$ cat config.mk
export PLATFORM = sky130hd
export DESIGN_NAME = adc_sample_scheduler
export DESIGN_NICKNAME = d
export VERILOG_FILES = /design/src/rtl/eq_pkg.sv /design/src/rtl/sample_period_timer.sv /design/src/rtl/adc_sample_scheduler.sv
export SDC_FILE = /design/constraint.sdc
export NUM_CORES = 1
export LEC_CHECK = 0
export ABC_AREA = 1
export BUFFER_PORTS_ARGS = -buffer_cell sky130_fd_sc_hd__buf_2
export CAP_MARGIN = 20
export CORE_ASPECT_RATIO = 0.75
export CORE_MARGIN = 2
export CORE_UTILIZATION = 55
export CTS_BUF_LIST = sky130_fd_sc_hd__clkbuf_16
export CTS_CLUSTER_SIZE = 12
export DETAILED_ROUTE_END_ITERATION = 16
export GPL_ROUTABILITY_DRIVEN = 0
export GPL_TIMING_DRIVEN = 0
export PLACE_DENSITY_LB_ADDON = 0.3
export SYNTH_ARGS = -nofsm -noshare
export SYNTH_HDL_FRONTEND = slang
export SYNTH_SLANG_ARGS = --single-unit
$ cat constraint.sdc
create_clock -name clk -period 3.9 [get_ports clk]
set_input_delay 1.17 -clock clk [delete_from_list [all_inputs] [get_ports clk]]
set_output_delay 1.17 -clock clk [all_outputs]
set_load 0.1 [all_outputs]
$ cat src/rtl/eq_pkg.sv
// eq_pkg: sample width, scheduler state encoding and output format,
// shared with the filter bank. SIGNED_OUT_EN selects two's complement output.
package eq_pkg;

   localparam int SAMPLE_W = 12;

   typedef enum logic [1:0] {
      IDLE = 2'd0,
      WAIT = 2'd1,
      ARM  = 2'd2
   } sched_state_e;

   // Offset-binary to two's complement is a flip of the MSB.
   function automatic logic [SAMPLE_W-1:0] fmt_sample(
      input logic [SAMPLE_W-1:0] d
   );
`ifdef SIGNED_OUT_EN
      return {~d[SAMPLE_W-1], d[SAMPLE_W-2:0]};
`else
      return d;
`endif
   endfunction

endpackage

$ cat src/rtl/sample_period_timer.sv
// sample_period_timer: 16-bit wrap counter 0..PERIOD-1, tick on last count.
// Ports: clk, rst (async active-low), clear (hold at 0), tick.
module sample_period_timer #(
   parameter int PERIOD = 64
) (
   input  logic clk,
   input  logic rst,
   input  logic clear,
   output logic tick
);

   localparam logic [15:0] LAST = 16'(PERIOD - 1);

   logic [15:0] cnt_q;
   logic [15:0] cnt_d;

   always_comb begin
      cnt_d = cnt_q + 16'd1;
      if (clear || cnt_q == LAST) begin
         cnt_d = '0;
      end
   end

   always_ff @(posedge clk or negedge rst) begin
      if (!rst) begin
         cnt_q <= '0;
      end else begin
         cnt_q <= cnt_d;
      end
   end

   assign tick = !clear && (cnt_q == LAST);

endmodule

$ cat src/rtl/adc_sample_scheduler.sv
// adc_sample_scheduler: opens one ADC window per PERIOD, captures the frame,
// hands it out over valid/ready; sticky overrun/timeout flags.
// Ports: clk, rst (async active-low), run, adc_rx_done, adc_data, adc_en,
//   sample_out/valid/ready, overrun, timeout, clr_flags, busy.
// Build option: SIGNED_OUT_EN (two's complement sample_out).
module adc_sample_scheduler
   import eq_pkg::*;
#(
   parameter int PERIOD  = 64,
   parameter int TIMEOUT = 32
) (
   input  logic                clk,
   input  logic                rst,
   input  logic                run,
   input  logic                adc_rx_done,
   input  logic [SAMPLE_W-1:0] adc_data,
   output logic                adc_en,
   output logic [SAMPLE_W-1:0] sample_out,
   output logic                sample_valid,
   input  logic                sample_ready,
   output logic                overrun,
   output logic                timeout,
   input  logic                clr_flags,
   output logic                busy
);

   localparam logic [7:0] TLAST = 8'(TIMEOUT - 1);

   sched_state_e        state_q, state_d;
   logic [7:0]          tcnt_q, tcnt_d;
   logic [SAMPLE_W-1:0] sample_q, sample_d;
   logic                valid_q, valid_d;
   logic                ovr_q, ovr_d;
   logic                to_q, to_d;
   logic                tick;
   logic                capture;
   logic                expire;

   sample_period_timer #(
      .PERIOD (PERIOD)
   ) u_timer (
      .clk   (clk),
      .rst   (rst),
      .clear (!run),
      .tick  (tick)
   );

   // Ticks seen in ARM are ignored; the timer keeps free-running.
   always_comb begin
      state_d = state_q;
      tcnt_d  = tcnt_q;
      capture = 1'b0;
      expire  = 1'b0;
      unique case (state_q)
         IDLE: begin
            if (run) state_d = WAIT;
         end
         WAIT: begin
            if (!run) begin
               state_d = IDLE;
            end else if (tick) begin
               state_d = ARM;
               tcnt_d  = '0;
            end
         end
         ARM: begin
            if (!run) begin
               state_d = IDLE;
            end else if (adc_rx_done) begin
               capture = 1'b1;
               state_d = WAIT;
            end else if (tcnt_q == TLAST) begin
               expire  = 1'b1;
               state_d = WAIT;
            end else begin
               tcnt_d = tcnt_q + 8'd1;
            end
         end
         default: state_d = IDLE;
      endcase
   end

   // A capture always wins over a consume, so valid stays set.
   always_comb begin
      sample_d = sample_q;
      if (capture) sample_d = fmt_sample(adc_data);
      valid_d = capture | (valid_q & ~sample_ready);
      ovr_d   = ovr_q | (capture & valid_q & ~sample_ready);
      to_d    = to_q | expire;
      if (clr_flags) begin
         ovr_d = 1'b0;
         to_d  = 1'b0;
      end
   end

   always_ff @(posedge clk or negedge rst) begin
      if (!rst) begin
         state_q  <= IDLE;
         tcnt_q   <= '0;
         sample_q <= '0;
         valid_q  <= 1'b0;
         ovr_q    <= 1'b0;
         to_q     <= 1'b0;
      end else begin
         state_q  <= state_d;
         tcnt_q   <= tcnt_d;
         sample_q <= sample_d;
         valid_q  <= valid_d;
         ovr_q    <= ovr_d;
         to_q     <= to_d;
      end
   end

   assign adc_en       = (state_q == ARM);
   assign busy         = (state_q == ARM);
   assign sample_out   = sample_q;
   assign sample_valid = valid_q;
   assign overrun      = ovr_q;
   assign timeout      = to_q;

endmodule

==> impl_metrics.tcl, run 1 <==
set metrics [dict create \
    ctsHoldBuffers 0 \
    antenna_left 0 \
    fmax_mhz 377 \
    drive_gt1_frac 0.214 \
    crit_required_ns 2.73 \
    place_ws_ns 1.54 \
    syn_to_final_growth_pct 17.3 \
    antenna_found_initial 0 \
    synthTopCellsByCount "105 x nand2_1, 41 x dfrtp_1, 41 x nor2_1" \
    crit_path_start_kind "flop" \
    root_buffer "clkbuf_16" \
    yosysTopAreaCell "dfrtp_1" \
    ys_warn_count 0 \
    vias_per_cell 5.09 \
    rsz0062_at_grt "false" \
    cts_inserted_buffers 5 \
    antenna_cells 0 \
    crit_chain "nor2_4 -> buf_4 -> buf_2" \
    clkTransAtPathRegs_ns 0.06 \
    r2r_slack_ns 2.38 \
    p_clk_frac 0.233 \
    cts_tree "done" \
    num-fill-cells 322 \
    fin_ws_ns 1.25 \
    cp_max_fo 8 \
    finalPower_mw 1.65 \
    regArea_um2 1030 \
    setup-tns-final_ns 0 \
    synthFlopType "dfrtp_1" \
    cts_setup_buffers 0 \
    p_comb_frac 0.437 \
    outcome "finished, final reports clean" \
    worstSetupPathType "flop to output pin" \
    core_um2 3710 \
    tightest_slew_ns 0.888 \
    synth_cell_type_count 28 \
    switching_share 0.497 \
    die_x_um 76.5 \
    power_switching_mw 0.819 \
    syn_nets 305 \
    ys_seq_area_frac 0.474 \
    numClockSinks 41 \
    grt_pass1_vias 1727 \
    initial_utilization 0.584 \
    wirelength_mm 4.34 \
    avgSynthCellArea_um2 7.60 \
    synth_edf_count 0 \
    cts_resized 0 \
    period_share 0.680 \
    worst_hold_path_type "flop to flop" \
    power_density_nw_per_um2 649 \
    cap_violations 0 \
    synth_cells 285 \
    seqPwrFrac 0.331 \
    synth_seq_cells 41 \
    slowest_delay_ns 0.42 \
    met1_usage 0.306 \
    htreeDepth 2 \
    cts.path.max_buffers 2 \
    netlist_area_um2 2170 \
    relSlewSlack 0.408 \
    synth_top_area_share 0.474 \
    drt_first_pass_iters 4 \
    internal-power_mw 0.830 \
    path_buf_inv 2 \
    yosysMostFrequentCell "nand2_1" \
    holdWs_ns 0.467 \
    grtUsageMet3 0.0445 \
    dr.first_iter.drc_count 137 \
    cp_slowest_cell "dfrtp_1" \
    drt_drc_violations_left 0 \
    vias 1930 \
    die_h_um 58.3 \
    dp_hpwl_mm 3.20 \
    peakVddDrop_mv 0.523 \
    final_core_utilization 0.685 \
    track_usage 0.215 \
    drv_slew 0 \
    endpoint_kind "output pin" \
    pin_count 35 \
    wire_per_inst_um 11.4 \
    met2_usage 0.344 \
    die-area_um2 4460 \
    hold_viol_final 0 \
    numPortBuffers 34 \
    top_usage_layer "met2" \
    grt_max_degree 42 \
    synthTopCellsByArea "dfrtp_1 47%, nand2_1 18%, nor2_1 7.1%" \
    nNetsFinal 346 \
    num_rows 19 \
    worstSkewPairLatency_ns 0.27 \
    multi_input_area_um2 996 \
    grt_remaining_overflow 0 \
    min_period_ns 2.65 \
    setup_viol 0 \
    async_flop_share 1.00 \
    p_leak_nw 1.31 \
    skew_ns 0.00260 \
    grt_pass1_wl_mm 7.56 \
    critPathTopFamily "buffers and inverters" \
    worst_ep_arrival_time_ns 1.48 \
]
[layer usage]
layer  vias up  share of wire
met5         -              0
met4         0         0.0083
met3         4          0.075
met2        60           0.43
met1       905           0.49
li1        961              -
[power groups by stage]
stage	sequential, mW	clock [mW]	combinational, mW
3_3_place_gp	0.548	0	0.719
6_report	0.545	0.383	0.721
5_1_grt	0.556	0.412	0.753
2_1_floorplan	1.03	0	0.127
4_1_cts	0.545	0.392	0.725
3_5_place_dp	0.552	0	0.724
[placed cells by master (no fill, tap or decap), types with 3 or more instances in the layout]
| cell type | Yosys | routed |
|---|---|---|
| nand2_1 | 105 | 105 |
| nor2_1 | 41 | 41 |
| dfrtp_1 | 41 | 41 |
| buf_2 | 1 | 35 |
| inv_1 | 23 | 24 |
| nand3_1 | 17 | 17 |
| nor2_2 | 6 | 6 |
| inv_2 | 6 | 6 |
| a21oi_1 | 6 | 6 |
| clkbuf_16 | 0 | 5 |
| nor3_1 | 4 | 4 |
| nand2_2 | 3 | 3 |
| nand2_4 | 3 | 3 |
| o21bai_1 | 3 | 3 |
| nand4_1 | 3 | 3 |
| xor2_1 | 3 | 3 |
| nor3b_1 | 3 | 3 |
[per-stage QoR]
stage / instance area (um2) / instances
after floorplan: 2170 / 285
after global placement: 2400 / 371
after detailed placement: 2400 / 371
after CTS: 2540 / 379
after global routing: 2540 / 379
final: 2540 / 379
[worst reg2reg max path, cell delays in order, from the launching register on]
cell and delay (ns):
dfrtp_1 0.43, ha_1 0.26, nand3_1 0.13, inv_1 0.07, nand3_1 0.08, nand2_1 0.06
inv_2 0.13, nand2_4 0.11, nand2_1 0.08, nand2_1 0.05
[path summary, 6_finish.rpt]
| path | from | to | cells past startpoint |
|---|---|---|---|
| hold / removal | sample_out[10]$_DFFE_PN0P_ | sample_out[10]$_DFFE_PN0P_ | 2 |
| max in group asynchronous | rst | state_q[0]$_DFFE_PN0P_ | 1 |
| setup / recovery | state_q[0]$_DFFE_PN0P_ | busy | 3 |
| min in group asynchronous | rst | u_timer.cnt_q[3]$_DFF_PN0_ | 1 |
| setup reg to reg | tcnt_q[0]$_DFFE_PN0P_ | tcnt_q[1]$_DFFE_PN0P_ | 9 |
| hold reg to reg | sample_out[10]$_DFFE_PN0P_ | sample_out[10]$_DFFE_PN0P_ | 2 |
[cell type report]
class / count / share of cell area
sequential: 41 / 0.404
clock buffer: 5 / 0.0493
tap: 52 / 0.0256
inverter: 30 / 0.0443
buffer: 4 / 0.0123
timing repair buffer: 34 / 0.0670
clock inverter: 3 / 0.00542
multi-input combinational: 210 / 0.392
[sequential cells by signal (all words and copies together), names as in the netlist]
signal / count
u_timer.cnt_q: 16
state_q: 2
sample_out: 12
overrun: 1
timeout: 1
tcnt_q: 8
sample_valid: 1
[logic make-up after synthesis]
kind of cell / Yosys count / synth area share
AND/OR/NAND/NOR: 193 / 0.403
flip-flops: 41 / 0.474
buffers and inverters: 34 / 0.0664
AO/OA/AOI/OAI: 11 / 0.0289
XOR/XNOR: 4 / 0.0162
adder cells (fa/ha/maj): 2 / 0.0116
Note: power is estimated with default switching activity, not from simulation.
==> run 2, diff against run 1 <==
Settings changed: ABC_AREA 1 to 0, CORE_UTILIZATION 55 to 49.
Clock period 3.9 ns to 2.24 ns, I/O delays scaled along.
==> impl_metrics.tcl, run 2 <==
set metrics [dict create \
    grt_pass1_vias 1441 \
    p_clk_frac 0.534 \
    grt_remaining_overflow 0 \
    ys_seq_area_frac 0.537 \
    holdWs_ns 0.487 \
    worstSkewPairLatency_ns 0.28 \
    crit_path_start_kind "flop" \
    synthFlopType "dfrtp_1" \
    syn_nets 200 \
    num-fill-cells 313 \
    rsz0062_at_grt "false" \
    power_density_nw_per_um2 734 \
    cts_inserted_buffers 5 \
    min_period_ns 2.15 \
    drive_gt1_frac 0.279 \
    antenna_cells 0 \
    grt_pass1_wl_mm 6.58 \
    crit_start "state_q[0]$_DFFE_PN0P_" \
    r2r_slack_ns 0.22 \
    dp.cells 266 \
    netlist_area_um2 1910 \
    hold_viol_final 0 \
    antenna_left 0 \
    wire_per_inst_um 13.9 \
    synth_edf_count 0 \
    ys_warn_count 0 \
    clkTransAtPathRegs_ns 0.06 \
    mostFrequentLayoutCells "41 x dfrtp_1, 33 x buf_2, 20 x nor2_1" \
    power_switching_mw 0.321 \
    synthTopCellsByArea "dfrtp_1 54%, mux2_2 7.1%, xnor2_1 4.1%" \
    dp_hpwl_mm 2.60 \
    ctsHoldBuffers 0 \
    synth_seq_cells 41 \
    yosysTopAreaCell "dfrtp_1" \
    dr.first_iter.drc_count 98 \
    setup-tns-final_ns 0 \
    die-area_um2 4420 \
    drv_slew 0 \
    core_um2 3710 \
    pin_count 35 \
    nNetsFinal 241 \
    crit_required_ns 1.57 \
    synth_cell_type_count 38 \
    root_buffer "clkbuf_16" \
    cts.path.max_buffers 2 \
    cts_setup_buffers 0 \
    cp_max_fo 9 \
    place_ws_ns 0.0175 \
    rr_endpoint "tcnt_q[5]$_DFFE_PN0P_" \
    numPortBuffers 34 \
    fin_cells 274 \
    vias_per_cell 5.45 \
    vias 1492 \
    regMostFlops "u_timer.cnt_q" \
    relSlewSlack 0.408 \
    tightest_slew_ns 0.888 \
    outcome "finished, final reports clean" \
    htreeDepth 2 \
    largest_reg_flops 16 \
    worstSetupPathType "flop to output pin" \
    grt_max_degree 42 \
    worst_hold_path_type "flop to flop" \
    die_h_um 58.1 \
    drt_first_pass_iters 4 \
    yosysMostFrequentCell "dfrtp_1" \
    synth_top_area_share 0.537 \
    cts_resized 0 \
    setup.worst_path.end "adc_en" \
    internal-power_mw 1.40 \
    layout_commonest_cell "dfrtp_1" \
    reg2reg_from "u_timer.cnt_q[0]$_DFF_PN0_" \
    cts_tree "done" \
    switching_share 0.186 \
    p_comb_frac 0.029 \
    setup_viol 0 \
    avgSynthCellArea_um2 10.6 \
    antenna_found_initial 0 \
    num_rows 19 \
    async_flop_share 1.00 \
    peakVddDrop_mv 0.533 \
    initial_utilization 0.515 \
    seqPwrFrac 0.438 \
    die_x_um 76.1 \
    syn_to_final_growth_pct 22.7 \
    track_usage 0.187 \
    p_leak_nw 1.09 \
    endpoint_kind "output pin" \
    skew_ns 0.00421 \
    synthTopCellsByCount "41 x dfrtp_1, 20 x nor2_1, 18 x nand2_1" \
    fin_ws_ns 0.0927 \
    numClockSinks 41 \
    cap_violations 0 \
    period_share 0.959 \
    final_core_utilization 0.632 \
    fmax_mhz 466 \
    reg2reg_depth 5 \
    worst_ep_arrival_time_ns 1.48 \
    synth_cells 180 \
    drt_drc_violations_left 0 \
    wirelength_mm 3.81 \
]
[run 2: area by class of cell]
| class | count | area, um2 | share of cell area |
|---|---|---|---|
| repair buffers | 34 | 173 | 0.0737 |
| clock buffers | 5 | 125 | 0.0534 |
| plain buffers | 5 | 25.0 | 0.0107 |
| inverters | 2 | 7.51 | 0.00320 |
| multi-input cells | 132 | 857 | 0.366 |
| clock inverters | 3 | 65.1 | 0.0278 |
| flip-flops and latches | 41 | 1030 | 0.438 |
| well taps | 52 | 65.1 | 0.0278 |
[run 2: worst min-delay path by stage]
stage                                startpoint                     to  slack [ns]  depth (start not counted)
after floorplan                             rst      overrun$_DFF_PN0_        0.38                          0
after global placement    tcnt_q[7]$_DFFE_PN0P_  tcnt_q[7]$_DFFE_PN0P_        0.47                          1
after detailed placement  tcnt_q[7]$_DFFE_PN0P_  tcnt_q[7]$_DFFE_PN0P_        0.47                          1
after CTS                 tcnt_q[7]$_DFFE_PN0P_  tcnt_q[7]$_DFFE_PN0P_        0.49                          1
after global routing      tcnt_q[7]$_DFFE_PN0P_  tcnt_q[7]$_DFFE_PN0P_        0.51                          1
final                         timeout$_DFF_PN0_      timeout$_DFF_PN0_        0.49                          2
[run 2: through the flow]
stage / cell area (um2) / power (mW)
detailed placement: 2150 / 0.817
global route: 2340 / 1.77
global placement: 2150 / 0.816
floorplan: 1910 / 0.780
finish: 2340 / 1.72
CTS: 2340 / 1.73
[run 2: logic make-up after synthesis]
kind of cell | count (synthesis) | synth area share
flip-flops | 41 | 0.537
AND/OR/NAND/NOR | 81 | 0.227
buffers and inverters | 7 | 0.0157
XOR/XNOR | 12 | 0.0550
adder cells (fa/ha/maj) | 2 | 0.0131
multiplexers | 13 | 0.0760
AO/OA/AOI/OAI | 24 | 0.0766
[run 2: metal layers]
metal / vias up / wire length [um] / global-route usage
li1: 733 / - / -
met1: 699 / 1900 / 0.265
met2: 55 / 1590 / 0.282
met3: 5 / 273 / 0.0530
met4: 0 / 38 / 0.0597
met5: - / 0 / 0
[run 2: power groups by stage]
stage	Clock (mW)	Combinational, mW	Sequential, mW
after global routing	0.955	0.0580	0.754
after CTS	0.926	0.0507	0.753
final	0.918	0.0495	0.753
after detailed placement	0	0.0505	0.767
after floorplan	0	0.0149	0.765
after global placement	0	0.0498	0.766
[run 2: critical path, stage by stage (launching register included)]
cell,delay (ns)
dfrtp_1,0.42
nor2b_1,0.12
clkbuf_2,0.21
buf_2,0.46
